==> src/rtl/rca_pipe_if.sv <==
// Stream bundle for rca_pipe_adder: operand/carry-in handshake in, sum/carry-out handshake out.
// The ovf signal exists only when RCA_PIPE_OVF_EN is defined.
interface rca_pipe_if #(
  parameter int WIDTH = 32
);
  logic             in_valid;
  logic             in_ready;
  logic [WIDTH-1:0] a;
  logic [WIDTH-1:0] b;
  logic             cin;
  logic             out_valid;
  logic             out_ready;
  logic [WIDTH-1:0] sum;
  logic             cout;
`ifdef RCA_PIPE_OVF_EN
  logic             ovf;
`endif

  modport slave (
    input  in_valid, a, b, cin, out_ready,
    output in_ready, out_valid, sum, cout
`ifdef RCA_PIPE_OVF_EN
    , output ovf
`endif
  );

  modport master (
    output in_valid, a, b, cin, out_ready,
    input  in_ready, out_valid, sum, cout
`ifdef RCA_PIPE_OVF_EN
    , input ovf
`endif
  );
endinterface

==> src/rtl/rca_pipe_adder.sv <==
// Pipelined ripple-carry adder: one CHUNK-bit slice per register stage, whole pipe
// advances together on a single enable. Optional signed-overflow output: RCA_PIPE_OVF_EN.
module rca_pipe_adder #(
  parameter int WIDTH = 32,
  parameter int CHUNK = 8
) (
  input logic        clk,
  input logic        rst_n,
  rca_pipe_if.slave  bus
);
  localparam int STAGES = WIDTH / CHUNK;

  logic                           en;
  logic [STAGES-1:0]              vld_q, vld_in;
  logic [STAGES-1:0]              cry_q, cry_in, cry_d;
  logic [STAGES-1:0][WIDTH-1:0]   opa_q, opb_q, sum_q;
  logic [STAGES-1:0][WIDTH-1:0]   opa_in, opb_in, sum_in, sum_d;

  assign en           = !vld_q[STAGES-1] | bus.out_ready;
  assign bus.in_ready = en;

  for (genvar k = 0; k < STAGES; k++) begin : g_stage
    logic [CHUNK:0]   tot;
    logic [WIDTH-1:0] merged;

    if (k == 0) begin : g_first
      assign vld_in[k] = bus.in_valid;
      assign cry_in[k] = bus.cin;
      assign opa_in[k] = bus.a;
      assign opb_in[k] = bus.b;
      assign sum_in[k] = '0;
    end else begin : g_next
      assign vld_in[k] = vld_q[k-1];
      assign cry_in[k] = cry_q[k-1];
      assign opa_in[k] = opa_q[k-1];
      assign opb_in[k] = opb_q[k-1];
      assign sum_in[k] = sum_q[k-1];
    end

    assign tot = {1'b0, opa_in[k][k*CHUNK +: CHUNK]}
               + {1'b0, opb_in[k][k*CHUNK +: CHUNK]}
               + {{CHUNK{1'b0}}, cry_in[k]};

    // Lower chunks pass through from the previous stage; this stage fills chunk k.
    always_comb begin
      merged                    = sum_in[k];
      merged[k*CHUNK +: CHUNK]  = tot[CHUNK-1:0];
    end

    assign sum_d[k] = merged;
    assign cry_d[k] = tot[CHUNK];
  end

  always_ff @(posedge clk or negedge rst_n) begin
    if (!rst_n) begin
      vld_q <= '0;
      cry_q <= '0;
      opa_q <= '0;
      opb_q <= '0;
      sum_q <= '0;
    end else if (en) begin
      vld_q <= vld_in;
      cry_q <= cry_d;
      opa_q <= opa_in;
      opb_q <= opb_in;
      sum_q <= sum_d;
    end
  end

  // Operand chunks already consumed by earlier slices are never read again.
  logic unused_opnd;
  assign unused_opnd = ^{opa_q, opb_q};

  assign bus.out_valid = vld_q[STAGES-1];
  assign bus.sum       = sum_q[STAGES-1];
  assign bus.cout      = cry_q[STAGES-1];

`ifdef RCA_PIPE_OVF_EN
  logic msb_cin, ovf_d, ovf_q;

  assign msb_cin = opa_in[STAGES-1][WIDTH-1] ^ opb_in[STAGES-1][WIDTH-1]
                 ^ sum_d[STAGES-1][WIDTH-1];
  assign ovf_d   = msb_cin ^ cry_d[STAGES-1];

  always_ff @(posedge clk or negedge rst_n) begin
    if (!rst_n)  ovf_q <= 1'b0;
    else if (en) ovf_q <= ovf_d;
  end

  assign bus.ovf = ovf_q;
`endif
endmodule

==> src/flat_wrapper.sv <==
// flat-port wrapper written by rule: the top's interface ports become plain ports
module rca_pipe_adder_flat 
#(
  parameter int WIDTH = 32,
  parameter int CHUNK = 8
)
  (clk, rst_n, bus_in_valid, bus_a, bus_b, bus_cin, bus_out_ready, bus_in_ready, bus_out_valid, bus_sum, bus_cout);
  rca_pipe_if #(.WIDTH(WIDTH)) bus_i ();
  input logic clk;
  input logic rst_n;
  input wire logic [$bits(bus_i.in_valid)-1:0] bus_in_valid;
  input wire logic [$bits(bus_i.a)-1:0] bus_a;
  input wire logic [$bits(bus_i.b)-1:0] bus_b;
  input wire logic [$bits(bus_i.cin)-1:0] bus_cin;
  input wire logic [$bits(bus_i.out_ready)-1:0] bus_out_ready;
  output wire logic [$bits(bus_i.in_ready)-1:0] bus_in_ready;
  output wire logic [$bits(bus_i.out_valid)-1:0] bus_out_valid;
  output wire logic [$bits(bus_i.sum)-1:0] bus_sum;
  output wire logic [$bits(bus_i.cout)-1:0] bus_cout;
  assign bus_i.in_valid = bus_in_valid;
  assign bus_i.a = bus_a;
  assign bus_i.b = bus_b;
  assign bus_i.cin = bus_cin;
  assign bus_i.out_ready = bus_out_ready;
  assign bus_in_ready = bus_i.in_ready;
  assign bus_out_valid = bus_i.out_valid;
  assign bus_sum = bus_i.sum;
  assign bus_cout = bus_i.cout;
  rca_pipe_adder #(.WIDTH(WIDTH), .CHUNK(CHUNK)) u_core (.clk(clk), .rst_n(rst_n), .bus(bus_i));
endmodule
==> config.mk <==
export PLATFORM = sky130hd
export DESIGN_NAME = rca_pipe_adder_flat
export DESIGN_NICKNAME = d
export VERILOG_FILES = /design/src/rtl/rca_pipe_if.sv /design/src/rtl/rca_pipe_adder.sv /design/src/flat_wrapper.sv
export SDC_FILE = /design/constraint.sdc
export NUM_CORES = 1
export LEC_CHECK = 0
export ABC_AREA = 0
export ABC_CLOCK_PERIOD_IN_PS = 2900
export BUFFER_PORTS_ARGS = -buffer_cell sky130_fd_sc_hd__buf_4
export CAP_MARGIN = 15
export CORE_ASPECT_RATIO = 0.8
export CORE_UTILIZATION = 46
export DETAILED_ROUTE_END_ITERATION = 10
export PLACE_DENSITY = 0.64
export SLEW_MARGIN = 20
export SYNTH_ARGS = -nofsm -noshare
export SYNTH_HDL_FRONTEND = slang
export SYNTH_SLANG_ARGS = --single-unit
==> constraint.sdc <==
create_clock -name clk -period 2.9 [get_ports clk]
set_clock_uncertainty 0.05 [all_clocks]
set_input_delay 0 -clock clk [delete_from_list [all_inputs] [get_ports clk]]
set_output_delay 0 -clock clk [all_outputs]
set_load 0.05 [all_outputs]
==> metrics.csv <==
stage,metric,value,unit
die,die_y,122.3,µm
placed_design,place_area,0.009281,mm²
drt,route.met3.wl,532,µm
clocking,cts_root_buffer,clkbuf_16,
drt,vias,6415,
yosys,synthTopCellsByArea,"dfrtp_1 55%, nand2_1 22%, ha_1 4.2%, nor3b_1 2.0%, fa_1 1.9%",
placed_design,gp_congestion,0.7688,
worst_setup_path,critPathMaxFanout,3,
sta,period_needed,2.430,ns
worst_setup_path,critPathBufInv,0,
worst_setup_path,cp.required,3.16,ns
drt,vias_per_cell,4.938,
sta,final_max_slew_viol_count,0,
drt,routed_wl,17140,µm
drt,drtAntennaViolNets,0,
worst_setup_path,cp-start-kind,register,
drt,drt_iter0_drc,361,
cells_and_area,drive_above_1_share,13.69,%
die,initial_core_util,47.42,%
worst_setup_path,crit_family,adder cells,
global_routing,grt_pass1_wl,29850,µm
cells_and_area,num-nets-final,1166,
clocking,cts_tree,yes,
cells_and_area,fin_area,0.01043,mm²
worst_setup_path,path_class,reg -> reg,
clocking,htreeDepth,4,
die,ioPinCount,104,
yosys,syn_avg_cell_area,9.081,µm²
clocking,ctsHoldBuffers,57,
global_routing,grt_pass1_vias,6069,
yosys,syn_area,0.008318,mm²
clocking,cts_made_buffers,17,
sta,rsz0062_at_grt,false,
worst_setup_path,worstPathArrival,2.69,ns
sta,worst_pin_slew,0.7387,ns
clocking,cts_buffer_depth,2,
yosys,syn_nets,1021,
sta,tns,0,ns
yosys,synth_cell_types,42,
flow_run,max-cap-violations,0,
placed_design,portBuffers,103,
power,ir_drop,0.4949,mV
sta,fin_crit_sh,83.80,%
global_routing,antenna_found_initial,0,
placed_design,dp_hpwl,10820,µm
min_path,worstHoldPathType,in -> reg,
yosys,syn_inst,916,
die,die_x,152.3,µm
die,rows,43,
drt,wl_met1,8839,µm
global_routing,overflow,0,
drt,routed-wl-met2,7541,µm
yosys,yosysWarnings,0,
yosys,netlist.area_leader.share,55.35,%
sta,setup_viol,0,
clocking,clk_pin_slew_worst_paths,0.07,ns
yosys,seq_area_frac_synth,55.35,%
global_routing,grt_util_all_layers,20.06,%
cells_and_area,areaGrowthSynthToFinish,25.33,%
power,pwr_density_cell,1106,mW/mm²
drt,top_layer_used,met4,
power,leakagePower,5.345,nW
worst_setup_path,critical-path-max-stage-delay,0.48,ns
cells_and_area,insertedDiodeCount,0,
status,outcome,"complete, but fails checks",
clocking,clock_sinks,184,
sta,slew_headroom,50.75,%
yosys,synthTopCellsByCount,"477 x nand2_1, 184 x dfrtp_1, 28 x ha_1, 28 x o21ai_0, 25 x buf_2",
yosys,synth_edf_count,0,
yosys,synth_most_common_cell,nand2_1,
yosys,ys_ff_latch,184,
drt,wl_per_cell,13.19,µm
sta,fmax,411.5,MHz
status,violations,DRC,
clocking,cts.repair.resized,0,
drt,drc,4,
yosys,synth_top_area_cell,dfrtp_1,
clocking,postCtsSetupRepairBufs,0,
worst_setup_path,r2r_setup_slack,0.47,ns
worst_setup_path,path_cells,"fa_1, fa_1, a211oi_2, nor2_1, o31a_1, o31a_1",
die,dieArea,0.01863,mm²
clocking,clock_latency,0.43,ns
yosys,yosys_most_used_dff,dfrtp_1,
drt,drtPass1Iterations,8,
yosys,async_reset_ff_share,100.0,%
worst_setup_path,end_kind,register,
global_routing,grt_max_degree,167,
worst_setup_path,crit_slowest_cell,fa_1,
sta,hold_viol_final,0,
die,core,0.01754,mm²
## logic make-up (layout without fill, tap and decap cells)
group / count (synthesis) / count (layout) / share of synthesized area [%]
and+or+nand+nor: 535 / 535 / 26.07
DFF: 184 / 184 / 55.36
AOI/OAI and AO/OA: 101 / 101 / 8.409
buffers and inverters: 49 / 207 / 2.768
adders and majority gates: 36 / 36 / 6.137
muxes: 7 / 7 / 0.8424
xor gates and xnor gates: 4 / 4 / 0.4213
## registers in the layout, indices dropped and copies added (netlist names)
signal,count
u_core.bus.sum,32
u_core.opb_in,48
u_core.g_stage.merged,48
u_core.vld_q,4
u_core.cry_q,4
u_core.opa_in,48
## layout by cell type (no fill, tap or decap), types with 4 or more instances in the layout
cell / Yosys / layout
buf_4: 0 / 108
nor3_1: 11 / 11
inv_1: 5 / 5
nor3b_1: 22 / 22
inv_6: 0 / 5
fa_1: 8 / 8
o21bai_1: 7 / 7
dlygate4sd3_1: 0 / 57
dfrtp_1: 184 / 184
o21ai_0: 28 / 28
nor2_1: 5 / 5
nand2b_1: 5 / 5
ha_1: 28 / 28
a221oi_1: 6 / 6
o21a_1: 7 / 7
clkbuf_16: 0 / 17
o31a_1: 5 / 5
mux2i_1: 7 / 7
a21o_1: 8 / 8
o31ai_1: 4 / 4
nand2_1: 477 / 477
a211oi_1: 16 / 16
a21oi_1: 7 / 7
## per-stage QoR
| step | utilization [%] | worst slack, ns | instances | hold slack, ns | total power, mW |
|---|---|---|---|---|---|
| after global placement | 52.92 | 0.5228 | 1210 | 0.07570 | 9.181 |
| after CTS | 59.44 | 0.4649 | 1299 | 0.005189 | 11.64 |
| after detailed placement | 52.92 | 0.4924 | 1210 | 0.07342 | 9.282 |
| after global routing | 59.44 | 0.3667 | 1299 | 0.03542 | 12.44 |
| after floorplan | - | 0.6116 | 916 | -0.3456 | 7.934 |
| final | 59.44 | 0.4699 | 1299 | 0.01789 | 11.53 |
## per-layer routing
| metal | up-vias | GRT usage (%) |
|---|---|---|
| met5 | - | 0 |
| met2 | 91 | 29.35 |
| met3 | 13 | 3.778 |
| met4 | 0 | 7.015 |
| li1 | 3279 | - |
| met1 | 3032 | 29.86 |
## report_power, final
group	internal, mW	switching [mW]
Clock	1.24	1.01
Combinational	1.89	3.06
Sequential	3.68	0.643
## worst paths after layout
path	from	endpoint	cells after the start
worst min register to register	u_core.g_stage[3].merged[0]	u_core.g_stage[3].merged[0]	2
worst max register to register	u_core.opb_in[120]	u_core.cry_q[3]	6
max in group asynchronous	rst_n	u_core.opa_in[42]	3
min in group asynchronous	rst_n	u_core.bus.sum[0]	2
worst min-delay path	bus_b[6]	u_core.g_stage[1].merged[6]	4
worst max-delay path	u_core.opb_in[120]	u_core.cry_q[3]	6
## tightest hold or removal path, delay by kind of cell
| family | cells | cell delay [ns] |
|---|---|---|
| buf+inv | 1 | 0.08 |
| compound gates | 2 | 0.23 |
| fa+ha+maj | 1 | 0.15 |
## layout make-up
| cell class | count | area [µm²] |
|---|---|---|
| fill | 1612 | 7114 |
| sequential | 184 | 4604 |
| multi-input combinational | 683 | 3483 |
| timing repair buffer | 169 | 1455 |
| clock buffer | 20 | 456.7 |
| tap | 225 | 281.5 |
| clock inverter | 12 | 116.4 |
| inverter | 6 | 27.53 |
No activity file was read; power rests on OpenSTA's default activity.
